### config.mk
export PLATFORM = sky130hd
export DESIGN_NAME = sram_access_ctrl
export DESIGN_NICKNAME = d
export VERILOG_FILES = /design/src/rtl/sram_pkg.sv /design/src/rtl/sram_wait_counter.sv /design/src/rtl/sram_access_ctrl.sv
export SDC_FILE = /design/constraint.sdc
export NUM_CORES = 1
export LEC_CHECK = 0
export CORE_ASPECT_RATIO = 1.2
export CORE_MARGIN = 2
export CORE_UTILIZATION = 44
export CTS_CLUSTER_DIAMETER = 40
export DETAILED_ROUTE_END_ITERATION = 10
export PLACE_DENSITY = 0.92
export SLEW_MARGIN = 20
export SYNTH_ARGS = -nofsm -noshare
export SYNTH_HDL_FRONTEND = slang
export SYNTH_SLANG_ARGS = --single-unit
### constraint.sdc
create_clock -name clk -period 2.8 [get_ports clk]
set_input_delay 0.42 -clock clk [delete_from_list [all_inputs] [get_ports clk]]
set_output_delay 0.42 -clock clk [all_outputs]
set_load 0.02 [all_outputs]
### src/rtl/sram_pkg.sv
// Shared definitions for the SRAM access sequencer and the downstream bus stage:
// FSM state encoding and the bus direction codes.
package sram_pkg;

    typedef enum logic [1:0] {
        ST_IDLE   = 2'd0,
        ST_SETUP  = 2'd1,
        ST_ACCESS = 2'd2,
        ST_DONE   = 2'd3
    } state_t;

    localparam logic DIR_AVR_TO_SRAM = 1'b0;
    localparam logic DIR_SRAM_TO_AVR = 1'b1;

endpackage

### src/rtl/sram_wait_counter.sv
// Wait-state down-counter: loaded on SETUP entry, decremented through ACCESS,
// zero flag marks the last strobe-active cycle.
module sram_wait_counter #(
    parameter int WAIT_CYCLES = 2
) (
    input  logic clk,
    input  logic rst,
    input  logic i_load,
    input  logic i_dec,
    output logic o_zero
);

    localparam int CW = (WAIT_CYCLES < 1) ? 1 : $clog2(WAIT_CYCLES + 1);
    // Loading WAIT_CYCLES-1 gives exactly WAIT_CYCLES ACCESS cycles, the last one at zero.
    localparam logic [CW-1:0] LOAD_VAL = CW'(WAIT_CYCLES - 1);

    logic [CW-1:0] r_count;

    always_ff @(posedge clk or posedge rst) begin
        if (rst) begin
            r_count <= '0;
        end else if (i_load) begin
            r_count <= LOAD_VAL;
        end else if (i_dec && (r_count != '0)) begin
            r_count <= r_count - 1'b1;
        end
    end

    assign o_zero = (r_count == '0);

endmodule

### src/rtl/sram_access_ctrl.sv
// Single-word AVR-to-SRAM access sequencer: IDLE -> SETUP -> ACCESS (WAIT_CYCLES) -> DONE.
// All SRAM-side outputs, ack and rdata are registered from the next-state decode.
module sram_access_ctrl
    import sram_pkg::*;
#(
    parameter int AWIDTH      = 19,
    parameter int DWIDTH      = 8,
    parameter int WAIT_CYCLES = 2
) (
    input  logic              clk,
    input  logic              rst,
    input  logic              req,
    input  logic              we,
    input  logic [AWIDTH-1:0] addr,
    input  logic [DWIDTH-1:0] wdata,
    output logic              ack,
    output logic [DWIDTH-1:0] rdata,
    output logic              busy,
    output logic [AWIDTH-1:0] sram_addr,
    output logic [DWIDTH-1:0] sram_wdata,
    input  logic [DWIDTH-1:0] sram_rdata,
    output logic              sram_ce_n,
    output logic              sram_oe_n,
    output logic              sram_we_n,
    output logic              sram_dir
);

    generate
        if (WAIT_CYCLES < 1) begin : g_bad_wait
            $error("sram_access_ctrl: WAIT_CYCLES must be at least 1");
        end
    endgenerate

    state_t r_state;
    state_t w_state_next;

    logic              r_we;
    logic              r_ack;
    logic [DWIDTH-1:0] r_rdata;
    logic [AWIDTH-1:0] r_sram_addr;
    logic [DWIDTH-1:0] r_sram_wdata;
    logic              r_sram_ce_n;
    logic              r_sram_oe_n;
    logic              r_sram_we_n;
    logic              r_sram_dir;

    logic w_accept;
    logic w_cnt_dec;
    logic w_cnt_zero;
    logic w_we_next;
    logic w_strobe_next;
    logic w_capture;
    logic w_ce_n_next;
    logic w_oe_n_next;
    logic w_we_n_next;
    logic w_dir_next;
    logic w_ack_next;

    assign w_accept  = (r_state == ST_IDLE) && req;
    assign w_cnt_dec = (r_state == ST_ACCESS) && !w_cnt_zero;
    assign w_capture = (r_state == ST_ACCESS) && w_cnt_zero && !r_we;

    sram_wait_counter #(
        .WAIT_CYCLES(WAIT_CYCLES)
    ) u_wait_counter (
        .clk   (clk),
        .rst   (rst),
        .i_load(w_accept),
        .i_dec (w_cnt_dec),
        .o_zero(w_cnt_zero)
    );

    always_comb begin
        w_state_next = r_state;
        case (r_state)
            ST_IDLE:   if (req) w_state_next = ST_SETUP;
            ST_SETUP:  w_state_next = ST_ACCESS;
            ST_ACCESS: if (w_cnt_zero) w_state_next = ST_DONE;
            ST_DONE:   w_state_next = ST_IDLE;
            default:   w_state_next = ST_IDLE;
        endcase
    end

    // Output decode looks at the state being entered so every strobe is a plain flop.
    always_comb begin
        w_we_next     = w_accept ? we : r_we;
        w_strobe_next = (w_state_next == ST_SETUP) || (w_state_next == ST_ACCESS);
        w_ce_n_next   = !(w_strobe_next || (w_we_next && (w_state_next == ST_DONE)));
        w_oe_n_next   = !(w_strobe_next && !w_we_next);
        w_we_n_next   = !(w_we_next && (w_state_next == ST_ACCESS));
        w_dir_next    = (w_we_next && (w_state_next != ST_IDLE)) ? DIR_AVR_TO_SRAM
                                                                 : DIR_SRAM_TO_AVR;
        w_ack_next    = (w_state_next == ST_DONE);
    end

    always_ff @(posedge clk or posedge rst) begin
        if (rst) begin
            r_state      <= ST_IDLE;
            r_we         <= 1'b0;
            r_ack        <= 1'b0;
            r_rdata      <= '0;
            r_sram_addr  <= '0;
            r_sram_wdata <= '0;
            r_sram_ce_n  <= 1'b1;
            r_sram_oe_n  <= 1'b1;
            r_sram_we_n  <= 1'b1;
            r_sram_dir   <= DIR_SRAM_TO_AVR;
        end else begin
            r_state     <= w_state_next;
            r_ack       <= w_ack_next;
            r_sram_ce_n <= w_ce_n_next;
            r_sram_oe_n <= w_oe_n_next;
            r_sram_we_n <= w_we_n_next;
            r_sram_dir  <= w_dir_next;
            if (w_accept) begin
                r_we         <= we;
                r_sram_addr  <= addr;
                r_sram_wdata <= wdata;
            end
            if (w_capture) begin
                r_rdata <= sram_rdata;
            end
        end
    end

    assign busy       = (r_state != ST_IDLE);
    assign ack        = r_ack;
    assign rdata      = r_rdata;
    assign sram_addr  = r_sram_addr;
    assign sram_wdata = r_sram_wdata;
    assign sram_ce_n  = r_sram_ce_n;
    assign sram_oe_n  = r_sram_oe_n;
    assign sram_we_n  = r_sram_we_n;
    assign sram_dir   = r_sram_dir;

endmodule
# Word-level counts from Yosys, hierarchy flattened
# Index checks and enable logic that the tools add are counted.
# totals
out_inout_bits,41
regBits,45
inputBits,39
# classes
add_sub_neg,1
n_reduce_logical,23
eq_ne,6
muxes,7
# ops
op,n
$logic_and A1 B1 Y1,9
$eq A2 B2 Y1 const B,4
$mux W2,4
$pmux W2 S4,1
$reduce_bool A2 Y1,4
$logic_not A1 Y1,6
$eq A2 B1 Y1 const B,2
$logic_not A2 Y1,2
$logic_or A1 B1 Y1,2
$mux W1,2
$sub A2 B1 Y2 const B,1

# Longest topological paths before layout
# depth
word_depth,7
mapped_depth,7

# Cells and area by module
# From an unflattened synthesis, not the netlist that was laid out.
# hier_totals
cells_unflattened,119
area_unflattened_um2,1900.6
# by_module_without_submodules
module,area_per_inst_um2,n_inst,cells_per_inst,seq_area_each_um2
sram_access_ctrl,1780.5,1,107,1081.0
sram_wait_counter,120.1,1,12,50.0

# Worst setup path after synthesis
# OpenSTA, ideal clock, no wires.
# synth_timing
kind,flip-flop to flip-flop
from,register r_state[0]
to,register r_sram_oe_n (netlist: sram_oe_n)
path_buffers,0
t_required_ps,2718
arrival_ps,1623
setup_slack_ps,1095
path_stages_with_launch,7
cell_sequence,dfrtp_1 > inv_1 > ha_1 > mux2_2 > o22ai_1 > ha_1 > or2_1
# synth_between
elab_chain_len,6
elab_cells_between_ends,15
classes_between,5 x eq/ne; 4 x mux; 6 x reduce/logical
# synth_lines
item,line_no,rtl
"start, declared",sram_access_ctrl.sv:34,state_t r_state;
"start signal, assigned",sram_access_ctrl.sv:109,r_state <= w_state_next;
"$eq A2 B2 Y1, or another cell as far along",sram_access_ctrl.sv:75,case (r_state)
$pmux W2 S4 / $logic_and A1 B1 Y1 (equally long branches),"sram_access_ctrl.sv:75, sram_access_ctrl.sv:59",
"$eq A2 B1 Y1, or another cell as far along",sram_access_ctrl.sv:87,w_strobe_next = (w_state_next == ST_SETUP) || (w_state_next == ST_ACCESS);
$logic_or A1 B1 Y1 / $logic_not A1 Y1 (equally long branches),"sram_access_ctrl.sv:87, sram_access_ctrl.sv:89",
$logic_and A1 B1 Y1 (*),sram_access_ctrl.sv:89,w_oe_n_next = !(w_strobe_next && !w_we_next);
$logic_not A1 Y1 (*),sram_access_ctrl.sv:89,
named net w_oe_n_next,sram_access_ctrl.sv:54,logic w_oe_n_next;
"end signal, assigned",sram_access_ctrl.sv:112,r_sram_oe_n <= w_oe_n_next;
"end, declared",sram_access_ctrl.sv:43,logic r_sram_oe_n;
# Mark *: on every way through the listed nets, which the timed path passes. The rest lies on a longest branch.
# A chain may end at the register's enable or synchronous reset.

# Final worst setup path
# layout_timing
from,register r_state[0]
to,output busy
# layout_between
elab_chain_len,1
# layout_lines
item,line_no,rtl
$reduce_bool A2 Y1,sram_access_ctrl.sv:126,assign busy = (r_state != ST_IDLE);
"end, declared",sram_access_ctrl.sv:18,"output logic busy,"
# No other way between the ends.

==> summary.md <==
| Metric | Value |
|---|---|
| Final Hold Vio Count | `0` |
| Crit path top cell by count | `inv_1` |
| Critical Path End Type | `primary output` |
| Total of max-cap violations | `0` |
| Drt pass-1 iters | `4` |
| Clock sink total | `45` |
| Hold-fix buffers at CTS | `0` |
| Vias in the first global route | `1,304` |
| WHS | `0.508 ns` |
| Critical path launch point type | `flip-flop` |
| Filler instances | `292` |
| Most frequent cells in the layout | `79 x clkdlybuf4s50_1, 41 x dfrtp_1, 28 x mux2_2` |
| Slew headroom | `57.6%` |
| Synth Register Bits | `45` |
| Initial core utilization | `45.9%` |
| Mapped Avg Cell Area | `16.0 µm²` |
| Routed WL | `3.83 mm` |
| Clk Tree Root Cell | `clkbuf_8` |
| Residual DRC | `0` |
| Worst path slowest cell | `clkdlybuf4s50_1` |
| Commonest non-fill, non-tap cell in the layout | `clkdlybuf4s50_1` |
| CP bufs+invs | `3` |
| Max-slew violation count | `0` |
| Final core utilization | `70.3%` |
| Chip width | `62.6 µm` |
| CTS tree | `done` |
| GRT Total Usage | `17.5%` |
| H-tree levels | `2` |
| Total chip power | `0.00345 W` |
| ANT nets after route | `0` |
| Yosys cell types | `19` |
| Required time of the critical path | `2.38 ns` |
| Crit Path Category | `flip-flop to primary output` |
| First-iteration detailed-routing DRC count | `19` |
| Largest net degree at the start of global routing | `32` |
| Min cycle time layout | `2.02 ns` |
| Core area | `3940 µm²` |
| Clock Tree Buf Depth | `2` |
| Worst skew pair latency | `0.29 ns` |
| FP Rows | `25` |
| Leak | `1.23 nW` |
| Initial antenna violation count | `0` |
| Total number of vias | `1,187` |
| YS warnings | `0` |
| Avg Vias per Cell | `4.69` |
| Register area share after synthesis | `62.5%` |
| Largest incremental delay on the critical path | `0.60 ns` |
| DP HPWL | `3.01 mm` |
| Critical path data arrival time | `1.60 ns` |
| Setup Fix Bufs, Post-CTS | `0` |
| N_diodes | `0` |
| Syn Nets | `159` |
| DIE HEIGHT | `74.3 µm` |
| PD cells | `1250 nW/µm²` |
| Worst path top cell family by delay | `buffers and inverters` |
| Max IR drop VDD | `0.736 mV` |
| Status | `finished clean` |
| Boundary Pins | `80` |
| First-pass GRT wire length | `6.11 mm` |
| Post-Syn Instances | `113` |
| Setup_tns | `0 ns` |
| RSZ-0062 raised after global routing | `no` |
| Grt total ovfl | `0` |
| Fmax achieved | `0.495 GHz` |
| Setup Viol. Count Final | `0` |
| Final period util | `72.1%` |
| WL/cell | `15.1 µm` |
| Worst min path class | `flip-flop to flip-flop` |
| Slew at the pin closest to its max-slew limit | `0.635 ns` |
| GP Congestion | `0.746` |
| CP Max Fanout | `3` |
| # port buffers | `79` |
| CTS resizes | `0` |
| Number of buffers created by CTS | `5` |
| Layout Skew | `0.00575 ns` |
| Total Nets Final | `244` |
| Critical path cell sequence | `inv_1, ha_1, inv_1, clkdlybuf4s50_1` |
| Share of cells above drive strength 1 | `26.6%` |
| Die area | `4650 µm²` |
| Mapped cell area | `1810 µm²` |
| Synthesis-to-finish area growth | `53.1%` |
| CTS clk-pin slew, worst paths | `0.08 ns` |
==> logic make-up after synthesis <==
logic type | after synthesis | share of synthesized area, %
and+or+nand+nor | 9 | 2.97
adders and majority gates | 7 | 4.84
xor gates and xnor gates | 1 | 0.484
muxes | 37 | 24.9
DFF | 45 | 62.5
buffers and inverters | 11 | 3.18
AOI/OAI and AO/OA | 3 | 1.18
==> cell type report <==
cell class / count / area (µm²) / area share [%]
flip-flops and latches: 45 / 1130 / 40.8
repair buffers: 81 / 806 / 29.1
multi-input cells: 57 / 622 / 22.4
clock buffers: 7 / 86.3 / 3.11
well taps: 54 / 67.6 / 2.44
clock inverters: 1 / 30.0 / 1.08
inverters: 8 / 30.0 / 1.08
==> state kept, by name, indices dropped and copies added, names as in the netlist <==
register,flops
sram_we_n,1
r_we,1
sram_oe_n,1
ack,1
u_wait_counter.r_count,2
r_state,2
sram_ce_n,1
sram_wdata,8
sram_addr,19
rdata,8
sram_dir,1
==> path summary, 6_finish.rpt <==
kind	start	to	slack, ns	depth (start not counted)
setup / recovery	r_state[0]	busy	0.78	4
setup reg to reg	r_state[0]	sram_ce_n	0.93	7
hold / removal	rdata[6]	rdata[6]	0.51	1
max in group asynchronous	rst	sram_wdata[2]	1.62	3
hold reg to reg	rdata[6]	rdata[6]	0.51	1
min in group asynchronous	rst	rdata[3]	0.53	2
==> cell usage after synthesis <==
master,count,share of area [%]
dfrtp_1,41,57
nor2_1,1,0.21
a21boi_0,1,0.41
o22ai_1,1,0.35
inv_1,8,1.7
buf_2,1,0.28
xnor2_1,1,0.48
mux2_2,28,17
dfstp_2,4,5.8
nand2_2,1,0.35
ha_1,7,4.8
or2_1,1,0.35
nand2b_1,1,0.35
mux2_4,9,7.5
nor2b_1,2,0.69
buf_6,2,1.2
o21a_1,1,0.41
nand2_1,2,0.41
nand3b_2,1,0.62
==> report_power, final <==
group / internal (W) / switching [W] / leakage, nW
logic: 0.000975 / 0.000821 / 0.642
clock network: 0.000291 / 0.000206 / 0.0585
registers: 0.000997 / 0.000163 / 0.527
==> per-layer routing <==
metal / routed length [µm] / vias to the layer above / GRT usage, % / part of all wire [%]
li1: - / 545 / - / -
met1: 1360 / 582 / 18.3 / 35
met2: 2170 / 53 / 32.7 / 57
met3: 218 / 7 / 3.78 / 5.7
met4: 86 / 0 / 10.4 / 2.2
met5: 0 / - / 0 / 0
==> metrics by stage <==
stage / std cells / cell area [µm²] / setup WS [ns]
2_1_floorplan: 113 / 1810 / 1.10
3_3_place_gp: 245 / 2660 / 0.813
3_5_place_dp: 245 / 2660 / 0.745
4_1_cts: 253 / 2770 / 0.774
5_1_grt: 253 / 2770 / 0.688
6_report: 253 / 2770 / 0.781
Power figures use the tool's default switching activity.
